### src/rtl/lab2_rr_decoder_arbiter_if.sv
// lab2_rr_decoder_arbiter_if: request/grant bundle between four requesters and the arbiter
//   req      : request lines, requester i drives req[i]
//   sel      : decoder select code (granted index)
//   dec_en   : decoder enable, high while a grant is active
//   gnt      : one-hot grant (decoded sel), 0000 when dec_en is low
//   busy     : arbiter is in its GRANT state
//   timeout  : one-cycle pulse when a grant is revoked by hold-limit expiry
//   hold_cnt : cycles elapsed in the current grant
interface lab2_rr_decoder_arbiter_if #(parameter int CNT_W = 4);
   logic [3:0]       req;
   logic [1:0]       sel;
   logic             dec_en;
   logic [3:0]       gnt;
   logic             busy;
   logic             timeout;
   logic [CNT_W-1:0] hold_cnt;
   modport master (output req, input sel, dec_en, gnt, busy, timeout, hold_cnt);
   modport slave  (input req, output sel, dec_en, gnt, busy, timeout, hold_cnt);
endinterface

### src/rtl/lab2_rr_decoder_arbiter.sv
// lab2_rr_decoder_arbiter: round-robin, break-before-make arbiter driving a shared 2x4 decoder
//   clk   : rising-edge clock
//   rst_n : asynchronous active-low reset
//   bus   : slave side of lab2_rr_decoder_arbiter_if (req in; sel, dec_en, gnt, busy,
//           timeout, hold_cnt out, all registered)
module lab2_rr_decoder_arbiter #(
   parameter int MAX_HOLD = 8,
   parameter int CNT_W    = 4
) (
   input  logic                    clk,
   input  logic                    rst_n,
   lab2_rr_decoder_arbiter_if.slave bus
);
   typedef enum logic [1:0] {IDLE, GRANT, RELEASE} state_t;
   state_t           state, state_nxt;
   logic [1:0]       sel, sel_nxt, last, last_nxt, win;
   logic             dec_en, dec_en_nxt, timeout, timeout_nxt;
   logic [3:0]       gnt, gnt_nxt;
   logic [CNT_W-1:0] hold_cnt, hold_cnt_nxt;
   // Scan from last+4 (== last) down to last+1 so the lowest offset found wins,
   // giving the order last+1, last+2, last+3, last.
   always_comb begin
      win = last;
      for (int k = 4; k >= 1; k--)
         if (bus.req[last + 2'(k)]) win = last + 2'(k);
   end
   always_comb begin
      state_nxt    = state;
      sel_nxt      = sel;
      last_nxt     = last;
      dec_en_nxt   = dec_en;
      hold_cnt_nxt = hold_cnt;
      timeout_nxt  = 1'b0;
      case (state)
         GRANT: begin
            if (!bus.req[sel] || hold_cnt == CNT_W'(MAX_HOLD - 1)) begin
               // a dropped request takes precedence, so expiry only flags timeout
               // when the owner is still asking
               state_nxt    = RELEASE;
               dec_en_nxt   = 1'b0;
               hold_cnt_nxt = '0;
               last_nxt     = sel;
               timeout_nxt  = bus.req[sel];
            end else begin
               hold_cnt_nxt = hold_cnt + 1'b1;
            end
         end
         default: begin
            state_nxt    = |bus.req ? GRANT : IDLE;
            sel_nxt      = |bus.req ? win : sel;
            dec_en_nxt   = |bus.req;
            hold_cnt_nxt = '0;
         end
      endcase
      gnt_nxt = dec_en_nxt ? 4'b0001 << sel_nxt : 4'b0000;
   end
   always_ff @(posedge clk or negedge rst_n) begin
      if (!rst_n) begin
         state    <= IDLE;
         sel      <= 2'b00;
         last     <= 2'b11;
         dec_en   <= 1'b0;
         gnt      <= 4'b0000;
         timeout  <= 1'b0;
         hold_cnt <= '0;
      end else begin
         state    <= state_nxt;
         sel      <= sel_nxt;
         last     <= last_nxt;
         dec_en   <= dec_en_nxt;
         gnt      <= gnt_nxt;
         timeout  <= timeout_nxt;
         hold_cnt <= hold_cnt_nxt;
      end
   end
   assign bus.sel      = sel;
   assign bus.dec_en   = dec_en;
   assign bus.gnt      = gnt;
   assign bus.busy     = state == GRANT;
   assign bus.timeout  = timeout;
   assign bus.hold_cnt = hold_cnt;
endmodule

### src/flat_wrapper.sv
// flat-port wrapper written by rule: the top's interface ports become plain ports
module lab2_rr_decoder_arbiter_flat 
#(
   parameter int MAX_HOLD = 8,
   parameter int CNT_W    = 4
)
  (clk, rst_n, bus_req, bus_sel, bus_dec_en, bus_gnt, bus_busy, bus_timeout, bus_hold_cnt);
  lab2_rr_decoder_arbiter_if #(.CNT_W(CNT_W)) bus_i ();
  input  logic clk;
  input  logic rst_n;
  input wire logic [$bits(bus_i.req)-1:0] bus_req;
  output wire logic [$bits(bus_i.sel)-1:0] bus_sel;
  output wire logic [$bits(bus_i.dec_en)-1:0] bus_dec_en;
  output wire logic [$bits(bus_i.gnt)-1:0] bus_gnt;
  output wire logic [$bits(bus_i.busy)-1:0] bus_busy;
  output wire logic [$bits(bus_i.timeout)-1:0] bus_timeout;
  output wire logic [$bits(bus_i.hold_cnt)-1:0] bus_hold_cnt;
  assign bus_i.req = bus_req;
  assign bus_sel = bus_i.sel;
  assign bus_dec_en = bus_i.dec_en;
  assign bus_gnt = bus_i.gnt;
  assign bus_busy = bus_i.busy;
  assign bus_timeout = bus_i.timeout;
  assign bus_hold_cnt = bus_i.hold_cnt;
  lab2_rr_decoder_arbiter #(.MAX_HOLD(MAX_HOLD), .CNT_W(CNT_W)) u_core (.clk(clk), .rst_n(rst_n), .bus(bus_i));
endmodule
### config.mk
export PLATFORM = sky130hd
export DESIGN_NAME = lab2_rr_decoder_arbiter_flat
export DESIGN_NICKNAME = d
export VERILOG_FILES = /design/src/rtl/lab2_rr_decoder_arbiter_if.sv /design/src/rtl/lab2_rr_decoder_arbiter.sv /design/src/flat_wrapper.sv
export SDC_FILE = /design/constraint.sdc
export NUM_CORES = 1
export LEC_CHECK = 0
export CAP_MARGIN = 20
export CORE_UTILIZATION = 46
export CTS_CLUSTER_SIZE = 8
export DETAILED_ROUTE_END_ITERATION = 8
export PLACE_DENSITY = 0.76
export SYNTH_ARGS = -nofsm -noshare
export SYNTH_HDL_FRONTEND = slang
export SYNTH_SLANG_ARGS = --single-unit
### constraint.sdc
create_clock -name clk -period 2 [get_ports clk]
set_clock_uncertainty 0.15 [all_clocks]
set_input_delay 0.2 -clock clk [delete_from_list [all_inputs] [get_ports clk]]
set_output_delay 0.2 -clock clk [all_outputs]
set_load 0.03 [all_outputs]
After elaboration in Yosys (flattened, before gate mapping)
Cells that the tools add are included.
- register bits: 16
- bits of input ports: 6
- logic and storage cells: 46
- add/sub/neg operators: 4
- order comparisons: 4
- equal/unequal tests: 3
- shift operators: 1
- muxes and demuxes: 23
- reduce and logical (&&, ||, !) cells: 4
- operator list (operator ; count):
    2-bit 2-to-1 mux ; 7
    2-bit by 3-bit < comparator with 1-bit output (second input constant) ; 4
    4-bit 2-to-1 mux ; 3
    1-bit 2-to-1 mux ; 9
    1-bit binary-select mux with 2-bit select ; 4
    2-bit adder (second input constant) ; 2
    4-bit by 1-bit adder with 4-bit output (second input constant) ; 1
    4-bit by 3-bit == test with 1-bit output (second input constant) ; 1
    4-bit OR reduction ; 1
    1-bit by 2-bit left shift with 4-bit output (first input constant) ; 1
    2-bit by 1-bit adder with 2-bit output (second input constant) ; 1
    2-bit by 1-bit == test with 1-bit output (second input constant) ; 1
    2-bit by 1-bit != test with 1-bit output (second input constant) ; 1
    2-bit AND reduction ; 1
    1-bit zero test ; 1
    1-bit logical OR ; 1

Longest topological paths before layout
Gate-level depths: netlist of run 1.
- depth after elaboration: 10
- mapped depth: 6

Least setup slack after synthesis of run 1
Ideal clock, no wire load.
- kind: flip-flop to flip-flop
- start: register u_core.sel[0] (netlist: u_core.bus.sel[0])
- end: register u_core.last[0]
- data arrival time: 1.634 ns
- required time: 1.765 ns
- setup slack: 0.131 ns
- stages on the path, launching flop included: 4
- buffers on the path: 0
- period minus slack after synthesis: 1.869 ns
- cells stage by stage: dfrtp_1 -> mux4_2 -> a21oi_2 -> mux2_1
- cells in the longest elaborated chain, start to end: 5
- RTL lines (what ; line ; RTL):
    from (decl) ; lab2_rr_decoder_arbiter.sv:16 ; logic [1:0] sel, sel_nxt, last, last_nxt, win;
    from (signal assigned) ; lab2_rr_decoder_arbiter.sv:68 ; sel <= sel_nxt;
    1-bit binary-select mux with 2-bit select ; lab2_rr_decoder_arbiter.sv:36 ; if (!bus.req[sel] || hold_cnt == CNT_W'(MAX_HOLD - 1)) begin
    1-bit 2-to-1 mux (implied by the code) ; lab2_rr_decoder_arbiter.sv:36 ;
    1-bit zero test ; lab2_rr_decoder_arbiter.sv:36 ;
    1-bit logical OR ; lab2_rr_decoder_arbiter.sv:36 ;
    2-bit AND reduction (no line) ; - ;
    to (signal assigned) ; lab2_rr_decoder_arbiter.sv:69 ; last <= last_nxt;
    to (decl) ; lab2_rr_decoder_arbiter.sv:16 ;
Parallel ways exist; a longest one is shown, timed or not. The select of a mux whose other input is x is not followed.
A chain may end at the register's enable or synchronous reset.

Worst setup path in the final report of run 1
Ends and elaborated chain as after synthesis.

==> run metrics, run 1 <==
largest area contributor in the netlist=dfrtp_1; Crit Path Max Fanout=4; Setup violations, final=0; cells after synthesis=60; full die area=1750 µm²; crit path kind=reg -> reg; Final ANT Viol Nets=0; Die W=41.8 µm; CP Buf/Inv Count=0; RSZ-0062 raised after global routing=no; Worst Setup SP=u_core.bus.sel[0]; Worst Hold Class=in -> async; initial antenna violation count=0; CTS clock-pin slew for the worst setup and hold paths=around 0.090 ns; Area contributors post-synth=dfrtp_1 48%, dfstp_2 7.2%, nand2b_1 4.3%, nor2_1 3.6%, a22oi_1 3.1%; Sink Count=16; CTS max path bufs=2; CTS tree=built; IO Pins=19; routed vias=528; syn nets=67; Req. time, crit path=~2.1 ns; die height=41.8 µm; WHS=0.0635 ns; Seq/Total Area, Yosys=0.553; Antenna diodes=0; CP top delay family=multiplexers; total global routing overflow=0; PwrDens=1490 nW/µm²; FILL cells=98; core area=1380 µm²; area share of the largest cell type after synthesis=0.481; Tmin final=1.80 ns; row cnt=13; first-pass GRT wire length=2420 µm; crit share post-route=0.900; Hold Buf Count CTS=0; largest net degree at the start of global routing=17; synth warn=0; Reg2Reg Launch Point=u_core.bus.sel[0]; via/cell ratio=5.08; P&R area growth vs syn=39.3%; layout cells sized above 1=0.247; Arr. time, crit path=1.87 ns; CTS Buf Count=3; MaxCap Viol Count=0; vias in the first global route=549; status=complete, no violations; VDD IR-drop max=0.000945 V; area taken by multi-input logic gates=314 µm²; synthesized area per cell=12.1 µm²; PortBufs=18; initial DRC count=3; flops & latches, synth=16; Pleak=around 0.45 nW; Max-slew headroom=0.763; DRC=0; fmax=around 560 MHz; CTS root buf=clkbuf_4; layout net count=between 90 and 100; Seq. cell area=403 µm²; Final Hold Vio Count=0; max-slew violations=0; Mapped Area=between 700 and 800 µm²; total track usage=0.191; Pwr Total=1.51 mW; DRT Pass-1 Iters=2; wire per inst=13.0 µm; Crit-path slowest cell=mux4_2; drt total wl=1350 µm; H-tree levels=1; worst skew pair latency=slightly below 0.3 ns; setup TNS=0 ns; post-synthesis cell type count=29; Slew @ Worst Pin=roughly 0.35 ns; crit end category=flip-flop; Initial Utilization=0.527; CP cell instances=mux4_2, a21oi_2, mux2_1; Final GP Congestion=between 0.7 and 0.8; Worst setup SP type=flip-flop; CP peak stage delay=0.58 ns; Detailed Place HPWL=1050 µm
report_power, final:
group          internal, mW  switching, mW  total, mW
sequential            0.448         0.0889      0.537
clock                 0.111          0.103      0.214
combinational         0.346          0.410      0.756
cell families (layout without fill, tap and decap cells):
group | after synthesis | count (layout) | synth area share
AND/OR/NAND/NOR | 23 | 23 | 0.187
flip-flops | 16 | 16 | 0.553
AO/OA/AOI/OAI | 10 | 10 | 0.107
multiplexers | 5 | 5 | 0.0962
buffers and inverters | 3 | 32 | 0.0155
XOR/XNOR | 2 | 2 | 0.0241
adder cells (fa/ha/maj) | 1 | 1 | 0.0172
cells in the final DEF (no fill, tap or decap):
cell and n:
xnor2_1 1, a31oi_1 1, nand2_1 1, ha_1 1, dfstp_2 2, or2b_1 1
inv_2 1, mux2_4 1, mux2i_1 1, inv_1 2, nor4_2 1, o21ba_2 1
mux4_2 1, clkbuf_8 1, dfrtp_1 14, a22oi_1 3, o21ai_0 2, buf_4 7
nor3b_1 1, clkdlybuf4s50_1 17, nand3b_1 1, clkbuf_4 3, nand2b_1 5, xor2_1 1
a21oi_2 1, nand3_2 1, a21o_1 1, o22ai_2 1, nor2_1 7, nor2b_1 3
nand3_1 1, nor2_2 1, dlygate4sd2_1 1, mux2_1 2
state kept, by name, indices dropped and copies added (netlist names):
signal,cells
u_core.bus.dec_en,1
u_core.state,2
u_core.last,2
u_core.bus.timeout,1
u_core.bus.gnt,4
u_core.bus.hold_cnt,4
u_core.bus.sel,2
repair_timing:
item                       in CTS  in global routing
resized for setup               1                  0
setup endpoints to repair       1                  0
buffers inserted                0                  0
cells in the mapped netlist:
cell type / number
a31oi_1: 1
xnor2_1: 1
o21ba_2: 1
nor3b_1: 1
a21oi_2: 1
or2b_1: 1
nand2_1: 1
mux2_1: 2
nor2_2: 1
o21ai_0: 2
mux4_2: 1
nor2b_1: 3
a22oi_1: 3
xor2_1: 1
nor2_1: 7
nand3b_1: 1
mux2_4: 1
inv_1: 2
dfstp_2: 2
nand3_2: 1
inv_2: 1
dfrtp_1: 14
nor4_2: 1
o22ai_2: 1
mux2i_1: 1
a21o_1: 1
nand2b_1: 5
nand3_1: 1
ha_1: 1
area by class of cell:
class,count,area share
Sequential cell,16,0.397
Multi-Input combinational cell,41,0.309
Timing Repair Buffer,25,0.228
Clock buffer,4,0.0358
Tap cell,15,0.0185
Inverter,3,0.0111
per-stage QoR:
stage	worst slack, ns	utilization	std cells	area [µm²]
after floorplan	0.131	-	60	728
after global placement	0.0234	0.709	100	980
after detailed placement	0.000414	0.709	100	980
after CTS	0.184	0.734	104	1010
after global routing	0.108	0.734	104	1010
final	0.201	0.734	104	1010
worst paths after layout:
kind,cells after the start,endpoint,slack [ns]
max,3,u_core.last[0],0.20
min,2,u_core.bus.hold_cnt[2],0.06
max reg2reg,3,u_core.last[0],0.20
min reg2reg,1,u_core.bus.hold_cnt[0],0.34
max in group asynchronous,2,u_core.last[1],1.39
min in group clk,1,u_core.bus.hold_cnt[0],0.34
metal layers:
metal,part of all wire,GRT usage
met1,0.46,0.219
met2,0.46,0.309
met3,0.056,0.0609
met4,0.027,0.116
met5,0,0
No activity file was read; power rests on OpenSTA's default activity.
==> run 2, diff against run 1 <==
SETUP_SLACK_MARGIN = 0.5   (was unset)
==> run 2 against run 1 <==
Non-clock buffer count rose by 4. Fmax rose by 8.4%. First-iteration DRC count did not move. Sequential cell count did not move. Sequential share of layout area fell by 2.5 points. Critical path depth did not move. Cell area rose by 7.4%. Critical path type unchanged.
==> run metrics, run 2 (same netlist as run 1, synthesis figures left out) <==
status=complete, no violations; initial DRC count=3; vias in the first global route=556; Crit Path Max Fanout=3; Hold Buf Count CTS=0; total track usage=0.185; fmax=603 MHz; Req. time, crit path=2.06 ns; Antenna diodes=0; Comb power frac=0.558; switching share of power=0.401; CTS root buf=clkbuf_4; FILL cells=90; Final Hold Vio Count=0; flop2flop setup slack=0.34 ns; Worst Setup SP=u_core.bus.sel[0]; drt total wl=1480 µm; H-tree levels=1; full die area=1750 µm²; FF-to-FF End=u_core.last[1]; Tmin final=1.66 ns; CTS tree=built; most frequent cells in the layout=12 x buf_4, 12 x dfrtp_1, 11 x dlygate4sd2_1; Setup violations, final=0; Seq. cell area=405 µm²; worst skew pair latency=0.28 ns; IO Pins=19; largest net degree at the start of global routing=17; PwrDens=1540 nW/µm²; CTS max path bufs=2; P&R area growth vs syn=49.7%; DRC=0; max-slew violations=0; layout cells sized above 1=0.387; Worst setup SP type=flip-flop; die height=~42 µm; cells on worst reg2reg path=3; Reg2Reg Launch Point=u_core.bus.sel[0]; Final GP Congestion=~0.75; largest registers=u_core.bus.gnt x4, u_core.bus.hold_cnt x4; DRT Pass-1 Iters=4; Slew @ Worst Pin=around 0.31 ns; initial antenna violation count=0; layout net count=between 100 and 150; Pleak=0.533 nW; Die W=41.8 µm; Worst Hold Class=in -> async; CTS clock-pin slew for the worst setup and hold paths=0.08 ns; CP Capture Point=u_core.last[1]; setup TNS=0 ns; DP Cell Count=98; crit path kind=reg -> reg; RSZ-0062 raised after global routing=yes; routed vias=557; Sink Count=16; Psw=between 0.6 and 0.7 mW; Initial Utilization=0.527; core area=1380 µm²; MaxCap Viol Count=0; VDD IR-drop max=0.000893 V; power share of the clock group=0.120; CTS Buf Count=3; via/cell ratio=5.16; Seq pwr share=0.323; Max-slew headroom=0.793; total global routing overflow=0; area taken by multi-input logic gates=372 µm²; Arr. time, crit path=approximately 1.7 ns; PortBufs=18; Detailed Place HPWL=1100 µm; Non-Filler Instances=about 110; first-pass GRT wire length=2420 µm; wire per inst=13.7 µm; row cnt=13; crit end category=flip-flop; Internal=approximately 1.0 mW; Final ANT Viol Nets=0; crit share post-route=0.830
-- run 2: cell types whose count changed in the layout (fill, tap and decap cells not counted), sizes merged --
cell           before  now
clkbuf              4    5
dlymetal6s2s        0    1
clkdlybuf4s15       0    2
buf                 7   12
clkdlybuf4s50      17    2
dlygate4sd2         1   11
-- run 2: area by class of cell --
type                    instances  area share
flip-flops and latches         16       0.372
clock buffers                   4      0.0333
well taps                      15      0.0172
repair buffers                 29       0.224
multi-input cells              41       0.341
inverters                       3      0.0126
-- run 2: what timing repair did --
item | CTS | global route
pin swaps | 1 | 2
gates resized for setup | 17 | 18
setup buffers | 1 | 5
endpoints found under the setup margin | 24 | 17
-- run 2: metal layers --
metal / GRT usage / part of all wire / vias to the layer above
met1: 0.246 / 0.45 / 272
met2: 0.303 / 0.50 / 12
met4: 0.0387 / 0 / 0
met3: 0.0522 / 0.049 / 0
met5: 0 / 0 / -
li1: - / - / 273
-- run 2: how the worst min path moves through the flow --
stage	slack, ns	cells past startpoint	to
after floorplan	-0.25	0	u_core.bus.dec_en
after CTS	0.09	2	u_core.bus.sel[1]
after detailed placement	0.32	1	u_core.bus.hold_cnt[0]
after global placement	0.30	1	u_core.bus.hold_cnt[0]
after global routing	0.08	2	u_core.state[1]
final	0.09	2	u_core.state[1]
-- run 2: stage by stage --
step                hold WS, ns  instance area [µm²]  setup WS [ns]  utilization  power, mW
detailed placement        0.317                  982         0.0235        0.710       1.37
global placement          0.301                  982         0.0574        0.710       1.35
global route             0.0814                 1090          0.276        0.788       1.78
floorplan                -0.246                  746          0.250            -       1.08
CTS                      0.0866                 1010          0.311        0.730       1.54
finish                   0.0858                 1090          0.340        0.788       1.67
-- run 2: power by group through the flow --
stage	combinational [mW]	sequential, mW	clock (mW)
floorplan	0.428	0.655	0
global placement	0.804	0.546	0
detailed placement	0.818	0.548	0
CTS	0.798	0.535	0.206
global route	1.01	0.553	0.224
finish	0.934	0.540	0.200
-- run 2: worst max-delay path, stage by stage, from the launching register on --
cell and delay (ns):
dfrtp_2 0.38, mux4_2 0.56, a21oi_4 0.19, mux2_4 0.31
